File: config.mk
export PLATFORM = sky130hd
export DESIGN_NAME = cond_ctrl_pipe
export DESIGN_NICKNAME = d
export VERILOG_FILES = /design/src/rtl/cond_pkg.sv /design/src/rtl/cond_check.sv /design/src/rtl/cond_ctrl_pipe.sv
export SDC_FILE = /design/constraint.sdc
export NUM_CORES = 1
export LEC_CHECK = 0
export BUFFER_PORTS_ARGS = -buffer_cell sky130_fd_sc_hd__buf_2
export CELL_PAD_IN_SITES_DETAIL_PLACEMENT = 1
export CELL_PAD_IN_SITES_GLOBAL_PLACEMENT = 1
export CORE_AREA = 4 4 93 104
export CTS_CLUSTER_DIAMETER = 50
export DETAILED_ROUTE_END_ITERATION = 12
export DIE_AREA = 0 0 97 108
export GPL_TIMING_DRIVEN = 0
export PLACE_DENSITY_LB_ADDON = 0.08
export SKIP_LAST_GASP = 1
export SLEW_MARGIN = 20
export SYNTH_ARGS = -nofsm -noshare
export SYNTH_HDL_FRONTEND = slang
export SYNTH_SLANG_ARGS = --single-unit
File: constraint.sdc
create_clock -name clk -period 2.64 [get_ports clk]
set_input_delay 0.396 -clock clk [delete_from_list [all_inputs] [get_ports clk]]
set_output_delay 0.396 -clock clk [all_outputs]
set_load 0.05 [all_outputs]
File: src/rtl/cond_pkg.sv
// Shared types for the conditional-execution controller: ARM condition codes,
// NZCV bit positions and the control bundle carried through the E/M/W registers.
package cond_pkg;

  typedef enum logic [3:0] {
    EQ = 4'h0, NE = 4'h1, CS = 4'h2, CC = 4'h3,
    MI = 4'h4, PL = 4'h5, VS = 4'h6, VC = 4'h7,
    HI = 4'h8, LS = 4'h9, GE = 4'hA, LT = 4'hB,
    GT = 4'hC, LE = 4'hD, AL = 4'hE, NV = 4'hF
  } cond_e;

  localparam int FLAG_N = 3;
  localparam int FLAG_Z = 2;
  localparam int FLAG_C = 1;
  localparam int FLAG_V = 0;

  typedef struct packed {
    logic       valid;
    logic       pcs;
    logic       regwrite;
    logic       memwrite;
    logic       memtoreg;
    logic       branch;
    logic       bl;
    logic       byteen;
    logic       alusrc;
    logic [3:0] alucontrol;
    cond_e      cond;
    logic [3:0] wa;
  } ctrl_t;

  localparam ctrl_t CTRL_BUBBLE = '0;

endpackage

File: src/rtl/cond_check.sv
// Combinational ARM condition evaluation: condition field + NZCV -> pass.
// No state, no latency; NV (4'hF) never passes.
module cond_check
  import cond_pkg::*;
(
  input  logic [3:0] cond,
  input  logic [3:0] flags,
  output logic       pass
);

  logic n, z, c, v;

  always_comb begin
    n = flags[FLAG_N];
    z = flags[FLAG_Z];
    c = flags[FLAG_C];
    v = flags[FLAG_V];
    pass = 1'b0;
    case (cond_e'(cond))
      EQ: pass = z;
      NE: pass = ~z;
      CS: pass = c;
      CC: pass = ~c;
      MI: pass = n;
      PL: pass = ~n;
      VS: pass = v;
      VC: pass = ~v;
      HI: pass = c & ~z;
      LS: pass = ~c | z;
      GE: pass = (n == v);
      LT: pass = (n != v);
      GT: pass = ~z & (n == v);
      LE: pass = z | (n != v);
      AL: pass = 1'b1;
      default: pass = 1'b0;
    endcase
  end

endmodule

File: src/rtl/cond_ctrl_pipe.sv
// E/M/W control pipeline with condition check, grouped NZCV register and
// saturating annul/retire counters. D->E->M->W one cycle each; stall_e holds E.
module cond_ctrl_pipe
  import cond_pkg::*;
#(
  parameter int FLAG_GROUPS = 2,
  parameter int CNT_W       = 16
) (
  input  logic                   clk,
  input  logic                   reset,
  input  logic                   stall_e,
  input  logic                   flush_e,
  input  logic                   valid_d,
  input  logic [3:0]             cond_d,
  input  logic                   pcs_d,
  input  logic                   regwrite_d,
  input  logic                   memwrite_d,
  input  logic                   memtoreg_d,
  input  logic                   branch_d,
  input  logic                   bl_d,
  input  logic                   byteen_d,
  input  logic                   alusrc_d,
  input  logic [3:0]             alucontrol_d,
  input  logic [FLAG_GROUPS-1:0] flagwrite_d,
  input  logic [3:0]             wa_d,
  input  logic [3:0]             aluflags_e,
  output logic [3:0]             alucontrol_e,
  output logic                   alusrc_e,
  output logic                   condex_e,
  output logic                   pcsrc_e,
  output logic [3:0]             flags,
  output logic                   regwrite_m,
  output logic                   memwrite_m,
  output logic                   memtoreg_m,
  output logic                   byteen_m,
  output logic                   pcs_m,
  output logic                   bl_m,
  output logic [3:0]             wa_m,
  output logic                   regwrite_w,
  output logic                   memtoreg_w,
  output logic                   pcs_w,
  output logic                   bl_w,
  output logic [3:0]             wa_w,
  output logic [CNT_W-1:0]       annul_cnt,
  output logic [CNT_W-1:0]       retire_cnt
);

  localparam int GW = 4 / FLAG_GROUPS;
  localparam logic [CNT_W-1:0] CNT_ONE = CNT_W'(1);

  ctrl_t                  d_ctrl;
  ctrl_t                  e_q, e_d, m_q, m_d, w_q, w_d;
  logic [FLAG_GROUPS-1:0] fw_e_q, fw_e_d;
  logic [3:0]             flags_q, flags_d, bit_we;
  logic [CNT_W-1:0]       annul_q, annul_d, retire_q, retire_d;
  logic                   pass_e, flag_we;

  always_comb begin
    d_ctrl            = CTRL_BUBBLE;
    d_ctrl.valid      = valid_d;
    d_ctrl.pcs        = pcs_d;
    d_ctrl.regwrite   = regwrite_d;
    d_ctrl.memwrite   = memwrite_d;
    d_ctrl.memtoreg   = memtoreg_d;
    d_ctrl.branch     = branch_d;
    d_ctrl.bl         = bl_d;
    d_ctrl.byteen     = byteen_d;
    d_ctrl.alusrc     = alusrc_d;
    d_ctrl.alucontrol = alucontrol_d;
    d_ctrl.cond       = cond_e'(cond_d);
    d_ctrl.wa         = wa_d;
  end

  // Flush outranks stall so a squashed instruction cannot linger in E.
  always_comb begin
    e_d    = e_q;
    fw_e_d = fw_e_q;
    if (flush_e) begin
      e_d    = CTRL_BUBBLE;
      fw_e_d = '0;
    end else if (!stall_e) begin
      e_d    = d_ctrl;
      fw_e_d = flagwrite_d;
    end
  end

  cond_check u_cond_check (
    .cond  (e_q.cond),
    .flags (flags_q),
    .pass  (pass_e)
  );

  assign condex_e     = e_q.valid & pass_e;
  assign pcsrc_e      = condex_e & (e_q.branch | e_q.pcs);
  assign alucontrol_e = e_q.alucontrol;
  assign alusrc_e     = e_q.alusrc;

  always_comb begin
    m_d = CTRL_BUBBLE;
    if (!stall_e) begin
      m_d          = e_q;
      m_d.regwrite = e_q.regwrite & condex_e;
      m_d.memwrite = e_q.memwrite & condex_e;
      m_d.pcs      = e_q.pcs & condex_e;
      m_d.bl       = e_q.bl & condex_e;
    end
  end

  assign w_d = m_q;

  // A stalled E stays put, so it must not commit flags until it leaves.
  assign flag_we = condex_e & ~stall_e;

  for (genvar i = 0; i < 4; i++) begin : g_flag_bit
    assign bit_we[i] = flag_we & fw_e_q[i / GW];
  end

  assign flags_d = (aluflags_e & bit_we) | (flags_q & ~bit_we);

  always_comb begin
    annul_d  = annul_q;
    retire_d = retire_q;
    if (e_q.valid && !pass_e && !stall_e && !(&annul_q)) annul_d = annul_q + CNT_ONE;
    if (w_q.valid && !(&retire_q)) retire_d = retire_q + CNT_ONE;
  end

  always_ff @(posedge clk or negedge reset) begin
    if (!reset) begin
      e_q      <= CTRL_BUBBLE;
      m_q      <= CTRL_BUBBLE;
      w_q      <= CTRL_BUBBLE;
      fw_e_q   <= '0;
      flags_q  <= 4'b0000;
      annul_q  <= '0;
      retire_q <= '0;
    end else begin
      e_q      <= e_d;
      m_q      <= m_d;
      w_q      <= w_d;
      fw_e_q   <= fw_e_d;
      flags_q  <= flags_d;
      annul_q  <= annul_d;
      retire_q <= retire_d;
    end
  end

  assign flags      = flags_q;
  assign regwrite_m = m_q.regwrite;
  assign memwrite_m = m_q.memwrite;
  assign memtoreg_m = m_q.memtoreg;
  assign byteen_m   = m_q.byteen;
  assign pcs_m      = m_q.pcs;
  assign bl_m       = m_q.bl;
  assign wa_m       = m_q.wa;
  assign regwrite_w = w_q.regwrite;
  assign memtoreg_w = w_q.memtoreg;
  assign pcs_w      = w_q.pcs;
  assign bl_w       = w_q.bl;
  assign wa_w       = w_q.wa;
  assign annul_cnt  = annul_q;
  assign retire_cnt = retire_q;

  logic unused_w;
  assign unused_w = ^{w_q.memwrite, w_q.branch, w_q.byteen, w_q.alusrc,
                      w_q.alucontrol, w_q.cond};

endmodule

# Yosys cells after proc, flatten, opt, wreduce, memory -nomap -nowiden
# Cells that the tools add are included.
[op_classes]
n_addsub = 2
eq_ne = 17
muxes = 6
bitwise_logic = 23
reduce_logical = 11
[ops]
columns = ["cell", "count"]
rows = [
  ["$mux W21", 3],
  ["$add A16 B1 Y16 const B", 2],
  ["$reduce_and A16 Y1", 2],
  ["$eq A4 B4 Y1 const B", 7],
  ["$eq A4 B3 Y1 const B", 4],
  ["$pmux W1 S15", 1],
  ["$and A1 B1 Y1", 11],
  ["$and A4 B4 Y4", 2],
  ["$eq A4 B2 Y1 const B", 2],
  ["$not A1 Y1", 5],
  ["$eq A4 B1 Y1 const B", 1],
  ["$logic_and A1 B1 Y1", 4],
  ["$logic_not A1 Y1", 4],
  ["$logic_not A4 Y1", 1],
  ["$mux W2", 2],
  ["$not A4 Y4", 1],
  ["$or A4 B4 Y4", 1],
  ["$or A1 B1 Y1", 3],
  ["$ne A2 B1 Y1 const B", 1],
  ["$eq A1 B1 Y1", 1],
  ["$ne A1 B1 Y1", 1],
]
[totals]
reg_bits = 79
inputBits = 31
out_inout_bits = 61
word_cells = 89

# Depth between registers and ports, before layout
# Gate-level depths: netlist of run 1.
[logic_depth]
depth_word = 9
depth_mapped = 9

# Hierarchy
# Synthesis of run 1 repeated with hierarchy kept, for this count alone.
[hier_totals]
hier_cells = 310
area_unflattened_um2 = 3577.2
[by_module_without_submodules]
columns = ["module", "instances", "cells_each", "area_each_um2", "seq_area_each_um2"]
rows = [
  ["cond_ctrl_pipe", 1, 282, 3383.2, 1976.9],
  ["cond_check", 1, 28, 193.9, 0.0],
]

# Worst setup path before layout of run 1
# OpenSTA, ideal clock, no wires.
[synth_path]
path_kind = "reg-to-output"
from = "register with a tool-made name"
to = "output pcsrc_e"
arrival_time_ns = 2.674
path_slack_ns = -0.430
path_stages_with_launch = 9
path_cell_list = "dfrtp_1 > xor2_1 > or4_1 > a311o_1 > nand3_2 > buf_6 > buf_6 > and2_4 > o21a_1"
[synth_rtl]
columns = ["item", "line", "source"]
rows = [
  ["end, declared", "cond_ctrl_pipe.sv:30", "output logic pcsrc_e,"],
]

==> results of run 1 <==
==> final cells by class <==
class,count,area [um2]
Buffer,21,140
Inverter,7,26.3
Fill cell,985,4300
Clock buffer,12,145
Sequential cell,79,1980
Multi-Input combinational cell,194,1360
Timing Repair Buffer,99,558
Clock inverter,4,45.0
Tap cell,114,143
==> sequential cells by signal, indices dropped and copies added (netlist names), 2 cells and up, named ones only <==
register	cells
e_q	16
retire_cnt	16
fw_e_q	2
wa_w	4
wa_m	4
alucontrol_e	4
annul_cnt	16
==> how the worst min path moves through the flow <==
stage / from / endpoint / slack, ns
floorplan: reset / async pin / 0.10
global placement: m_q[20]$_DFF_PN0_ / w_q[20]$_DFF_PN0_ / 0.33
detailed placement: m_q[20]$_DFF_PN0_ / w_q[20]$_DFF_PN0_ / 0.34
CTS: reset / alucontrol_e[2]$_DFFE_PN0P_ / 0.02
global route: reset / alucontrol_e[2]$_DFFE_PN0P_ / 0.03
finish: reset / alucontrol_e[2]$_DFFE_PN0P_ / 0.01
==> cell families (layout without fill, tap and decap cells) <==
logic type | after synthesis | count (layout) | share of synthesized area
AO/OA/AOI/OAI | 18 | 18 | 0.0355
XOR/XNOR | 27 | 27 | 0.0678
multiplexers | 32 | 32 | 0.0957
flip-flops | 79 | 79 | 0.567
buffers and inverters | 31 | 143 | 0.0520
AND/OR/NAND/NOR | 115 | 115 | 0.175
adder cells (fa/ha/maj) | 2 | 2 | 0.00717
==> worst max-delay path: stages (launching register included) <==
cell     delay, ns
dfrtp_2       0.43
xor2_2        0.19
or4_1         0.40
a311o_1       0.29
nand3_2       0.12
and2_4        0.17
o21a_4        0.12
buf_8         0.13
==> synthesized netlist by cell type (all sizes together) <==
cell | n | area share
o21a | 2 | 0.0043
nand2b | 1 | 0.0018
o21ai | 5 | 0.0072
and2 | 4 | 0.0079
nand4b | 1 | 0.0025
and3 | 10 | 0.018
or3 | 1 | 0.0018
and4 | 3 | 0.0075
a311o | 1 | 0.0029
nor2b | 9 | 0.016
xor2 | 19 | 0.048
buf | 20 | 0.040
nand4bb | 1 | 0.0032
o31ai | 2 | 0.0043
a21oi | 2 | 0.0029
or2 | 1 | 0.0018
a31oi | 1 | 0.0018
or3b | 1 | 0.0025
a41oi | 1 | 0.0025
or4b | 1 | 0.0029
nor3 | 6 | 0.0086
or4 | 1 | 0.0022
mux2i | 24 | 0.069
clkbuf | 4 | 0.0043
o2111ai | 1 | 0.0025
a22oi | 1 | 0.0022
nand2 | 15 | 0.016
mux2 | 8 | 0.027
nand3b | 1 | 0.0022
inv | 7 | 0.0075
a32oi | 1 | 0.0025
nor4 | 9 | 0.016
nor2 | 32 | 0.035
ha | 2 | 0.0072
a211o | 1 | 0.0025
dfrtp | 79 | 0.57
xnor2 | 8 | 0.020
nand3 | 13 | 0.020
nand4 | 5 | 0.0090
==> where the power goes <==
group	switching, mW	internal [mW]
sequential	0.0997	1.30
combinational	0.453	0.209
clock	0.424	0.459
==> metal layers <==
layer  vias to the layer above  part of all wire  global-route usage
met5                         -                 0                   0
met4                         0             0.015              0.0692
met3                        10             0.049              0.0413
met2                        57              0.48               0.271
met1                      1272              0.46               0.214
li1                       1250                 -                   -
==> timing repair <==
action | 4_1_cts | 5_1_grt
gates resized for setup | 13 | 3
gates cloned | 0 | 0
pin swaps | 2 | 0
endpoints found under the setup margin | 2 | 2
setup buffers | 7 | 0
==> flow_metrics.env, run 1 <==
export IMPL_port_buffers=91
export IMPL_timing_rr_start="annul_cnt[1]$_DFFE_PN0P_"
export IMPL_drv_cap=0
export IMPL_fin_area_mm2=0.00440
export IMPL_netlist_area_mm2=0.00349
export IMPL_setup_slack_ns=0.0277
export IMPL_drv_slew=0
export IMPL_vias_per_cell=4.88
export IMPL_r2r_slack_ns=0.26
export IMPL_wirelength_um=8160
export IMPL_power_density_mw_per_mm2=670
export IMPL_numCtsBuffers=9
export IMPL_critPathMaxFanout=3
export IMPL_cts_max_level=3
export IMPL_clk_pin_slew_ns=0.08
export IMPL_root_buffer="clkbuf_8"
export IMPL_relSlewSlack=0.498
export IMPL_peakVddDrop_mv=0.305
export IMPL_areaGrowthSynthToFinish_pct=26.0
export IMPL_syn_inst=304
export IMPL_worst_r2r_endpoint="annul_cnt[14]$_DFFE_PN0P_"
export IMPL_num_rows=36
export IMPL_period_share=0.990
export IMPL_n_antenna_cell=0
export IMPL_first_global_vias=2766
export IMPL_max_freq_ghz=0.383
export IMPL_place_hpwl_um=5770
export IMPL_grt_pass1_wl_um=14000
export IMPL_r2r_cells=6
export IMPL_mostFrequentLayoutCell="buf_2"
export IMPL_p_leak_nw=2.36
export IMPL_final_antenna_net_count=0
export IMPL_syn_area_per_cell_um2=11.5
export IMPL_drc=0
export IMPL_finish_utilization=0.506
export IMPL_dp_cells=510
export IMPL_grt_max_degree=44
export IMPL_track_usage=0.167
export IMPL_fin_skew_ns=0.00795
export IMPL_drive_gt1_frac=0.358
export IMPL_dieWidth_um=97
export IMPL_crit_type="register to output port"
export IMPL_dieArea_mm2=0.0105
export IMPL_endpoint="pcsrc_e"
export IMPL_critPathRequiredTime_ns=2.24
export IMPL_fin_nets=444
export IMPL_num_vias=2589
export IMPL_placed_cell_area_mm2=0.00413
export IMPL_dp_worst_setup_slack_ns=-0.127
export IMPL_hold_buffers=0
export IMPL_stdcell_count=530
export IMPL_first_pass_iters=4
export IMPL_total_power_mw=2.95
export IMPL_status="finished, final reports clean"
export IMPL_synth_ff_latch_count=79
export IMPL_hold_slack_ns=0.0101
export IMPL_arrival_ns=2.22
export IMPL_cts_buffer_depth=2
export IMPL_layout_common_cells="buf_2 (89), dfrtp_1 (75), nor2_1 (31)"
export IMPL_wire_per_inst_um=15.4
export IMPL_period_needed_ns=2.61
export IMPL_ios=92
export IMPL_hp_class="input pin to async pin"
export IMPL_place_congestion=0.726
export IMPL_insertion_delay_ns=0.35
export IMPL_hold_viol=0
export IMPL_timing_setup_tns_ns=0
export IMPL_critPathLaunchType="register"
export IMPL_die_h_um=108
export IMPL_yosysSeqAreaShare=0.567
export IMPL_setup_viol=0
export IMPL_worst_setup_path_end_kind="output port"
export IMPL_core_area_mm2=0.00869
export IMPL_synth_cell_types=46
export IMPL_grt_setup_unrepaired="yes"
export IMPL_drt_initial_drc_count=59
export IMPL_overflow=0
export IMPL_syn_nets=337
export IMPL_yosys_warnings=0
export IMPL_initial_core_util=0.401
export IMPL_clock_sinks=79
export IMPL_worstMarginPinSlew_ns=0.752
export IMPL_cts_tree="done"
export IMPL_antenna_found_initial=0
(Power assumes the default switching activity.)
==> inputs of run 2 (changes only) <==
--- a/config.mk
+++ b/config.mk
@@ -9,6 +9,7 @@
 export CELL_PAD_IN_SITES_DETAIL_PLACEMENT = 1
 export CELL_PAD_IN_SITES_GLOBAL_PLACEMENT = 1
 export CORE_AREA = 4 4 93 104
+export CTS_BUF_LIST = sky130_fd_sc_hd__clkbuf_16
 export CTS_CLUSTER_DIAMETER = 50
 export DETAILED_ROUTE_END_ITERATION = 12
 export DIE_AREA = 0 0 97 108
==> run 2 against run 1 <==
Net effect: clock skew down 0.0032 ns; sequential share of layout area fell by 0.88 points; first-iteration DRC count up 31%; critical path type unchanged; highest routed layer unchanged.
==> flow_metrics.env, run 2 (synthesized netlist as in run 1, its figures left out) <==
export IMPL_status="finished, final reports clean"
export IMPL_grt_setup_unrepaired="yes"
export IMPL_first_global_vias=2789
export IMPL_period_needed_ns=2.63
export IMPL_n_antenna_cell=0
export IMPL_critPathLaunchType="register"
export IMPL_max_freq_ghz=0.380
export IMPL_final_antenna_net_count=0
export IMPL_total_power_mw=3.25
export IMPL_grt_max_degree=44
export IMPL_numCtsBuffers=9
export IMPL_setup_viol=0
export IMPL_first_pass_iters=4
export IMPL_core_area_mm2=0.00869
export IMPL_cts_max_level=3
export IMPL_drc=0
export IMPL_areaGrowthSynthToFinish_pct=28.5
export IMPL_overflow=0
export IMPL_wire_per_inst_um=15.5
export IMPL_track_usage=0.168
export IMPL_peakVddDrop_mv=0.507
export IMPL_crit_type="register to output port"
export IMPL_p_leak_nw=2.42
export IMPL_port_buffers=91
export IMPL_ios=92
export IMPL_drt_initial_drc_count=77
export IMPL_critPathMaxFanout=3
export IMPL_clk_pin_slew_ns=0.06
export IMPL_hold_viol=0
export IMPL_worst_setup_path_end_kind="output port"
export IMPL_fin_area_mm2=0.00448
export IMPL_dieArea_mm2=0.0105
export IMPL_power_density_mw_per_mm2=725
export IMPL_dieWidth_um=97
export IMPL_drive_gt1_frac=0.355
export IMPL_arrival_ns=2.24
export IMPL_place_hpwl_um=5770
export IMPL_insertion_delay_ns=0.33
export IMPL_period_share=0.997
export IMPL_hp_class="input pin to async pin"
export IMPL_wirelength_um=8210
export IMPL_fin_nets=445
export IMPL_antenna_found_initial=0
export IMPL_vias_per_cell=4.89
export IMPL_clock_sinks=79
export IMPL_relSlewSlack=0.496
export IMPL_die_h_um=108
export IMPL_grt_pass1_wl_um=14100
export IMPL_mostFrequentLayoutCell="buf_2"
export IMPL_critPathRequiredTime_ns=2.24
export IMPL_cts_buffer_depth=2
export IMPL_drv_cap=0
export IMPL_placed_cell_area_mm2=0.00413
export IMPL_cts_tree="done"
export IMPL_worstMarginPinSlew_ns=0.756
export IMPL_root_buffer="clkbuf_16"
export IMPL_drv_slew=0
export IMPL_initial_core_util=0.401
export IMPL_fin_skew_ns=0.00473
export IMPL_num_vias=2595
export IMPL_num_rows=36
export IMPL_place_congestion=0.726
export IMPL_layout_common_cells="buf_2 (89), dfrtp_1 (75), nor2_1 (31)"
[run 2: worst max-delay path, cell delays in order (launching register included)]
cell	delay, ns
dfrtp_2	0.41
xor2_1	0.19
or4_1	0.41
a311o_1	0.29
nand3_2	0.10
buf_6	0.11
and2_4	0.14
o21a_4	0.12
buf_8	0.13
[run 2: power breakdown]
part / switching, mW / internal [mW] / leakage (nW)
clock network: 0.464 / 0.717 / 0.149
registers: 0.102 / 1.30 / 1.06
logic: 0.454 / 0.211 / 1.21
total: 1.02 / 2.23 / 2.42
[run 2: stage by stage]
step / std cells / setup TNS [ns] / hold slack [ns] / util / worst slack (ns)
floorplan: 304 / 0 / 0.100 / - / 0.00213
global placement: 509 / -0.118 / 0.335 / 0.471 / -0.108
detailed placement: 510 / -0.159 / 0.339 / 0.475 / -0.127
CTS: 531 / -0.0152 / 0.0510 / 0.516 / -0.0152
global route: 531 / -0.127 / 0.0637 / 0.516 / -0.0974
finish: 531 / 0 / 0.0386 / 0.516 / 0.00764
[run 2: routing by layer]
layer / vias up / part of all wire / track usage
li1: 1253 / - / -
met1: 1271 / 0.45 / 0.214
met2: 62 / 0.48 / 0.275
met3: 9 / 0.050 / 0.0432
met4: 0 / 0.017 / 0.0692
met5: - / 0 / 0
[run 2: what timing repair did]
item | in CTS | in global routing
hold buffers | 0 | 0
buffers inserted | 7 | 0
gates resized for setup | 13 | 0
pin swaps | 2 | 0
endpoints found under the setup margin | 2 | 2
[run 2: path summary, 6_finish.rpt]
path                       cells after the start                          end  slack [ns]                startpoint
hold reg to reg                                0            w_q[20]$_DFF_PN0_        0.35         m_q[20]$_DFF_PN0_
min in group clk                               2           e_q[0]$_DFFE_PN0P_        0.28                   flush_e
setup / recovery                               8                      pcsrc_e       0.008                  register
hold / removal                                 1  alucontrol_e[2]$_DFFE_PN0P_        0.04                     reset
setup reg to reg                               6    annul_cnt[14]$_DFFE_PN0P_        0.26  annul_cnt[1]$_DFFE_PN0P_
max in group asynchronous                      2         memwrite_m$_DFF_PN0_        2.02                     reset
[run 2: layout make-up]
class | instances | area, um2
inverter | 7 | 26.3
timing repair buffer | 99 | 551
clock buffer | 9 | 225
tap | 114 | 143
sequential | 79 | 1980
multi-input combinational | 194 | 1350
fill | 979 | 4210
buffer | 22 | 151
clock inverter | 7 | 56.3
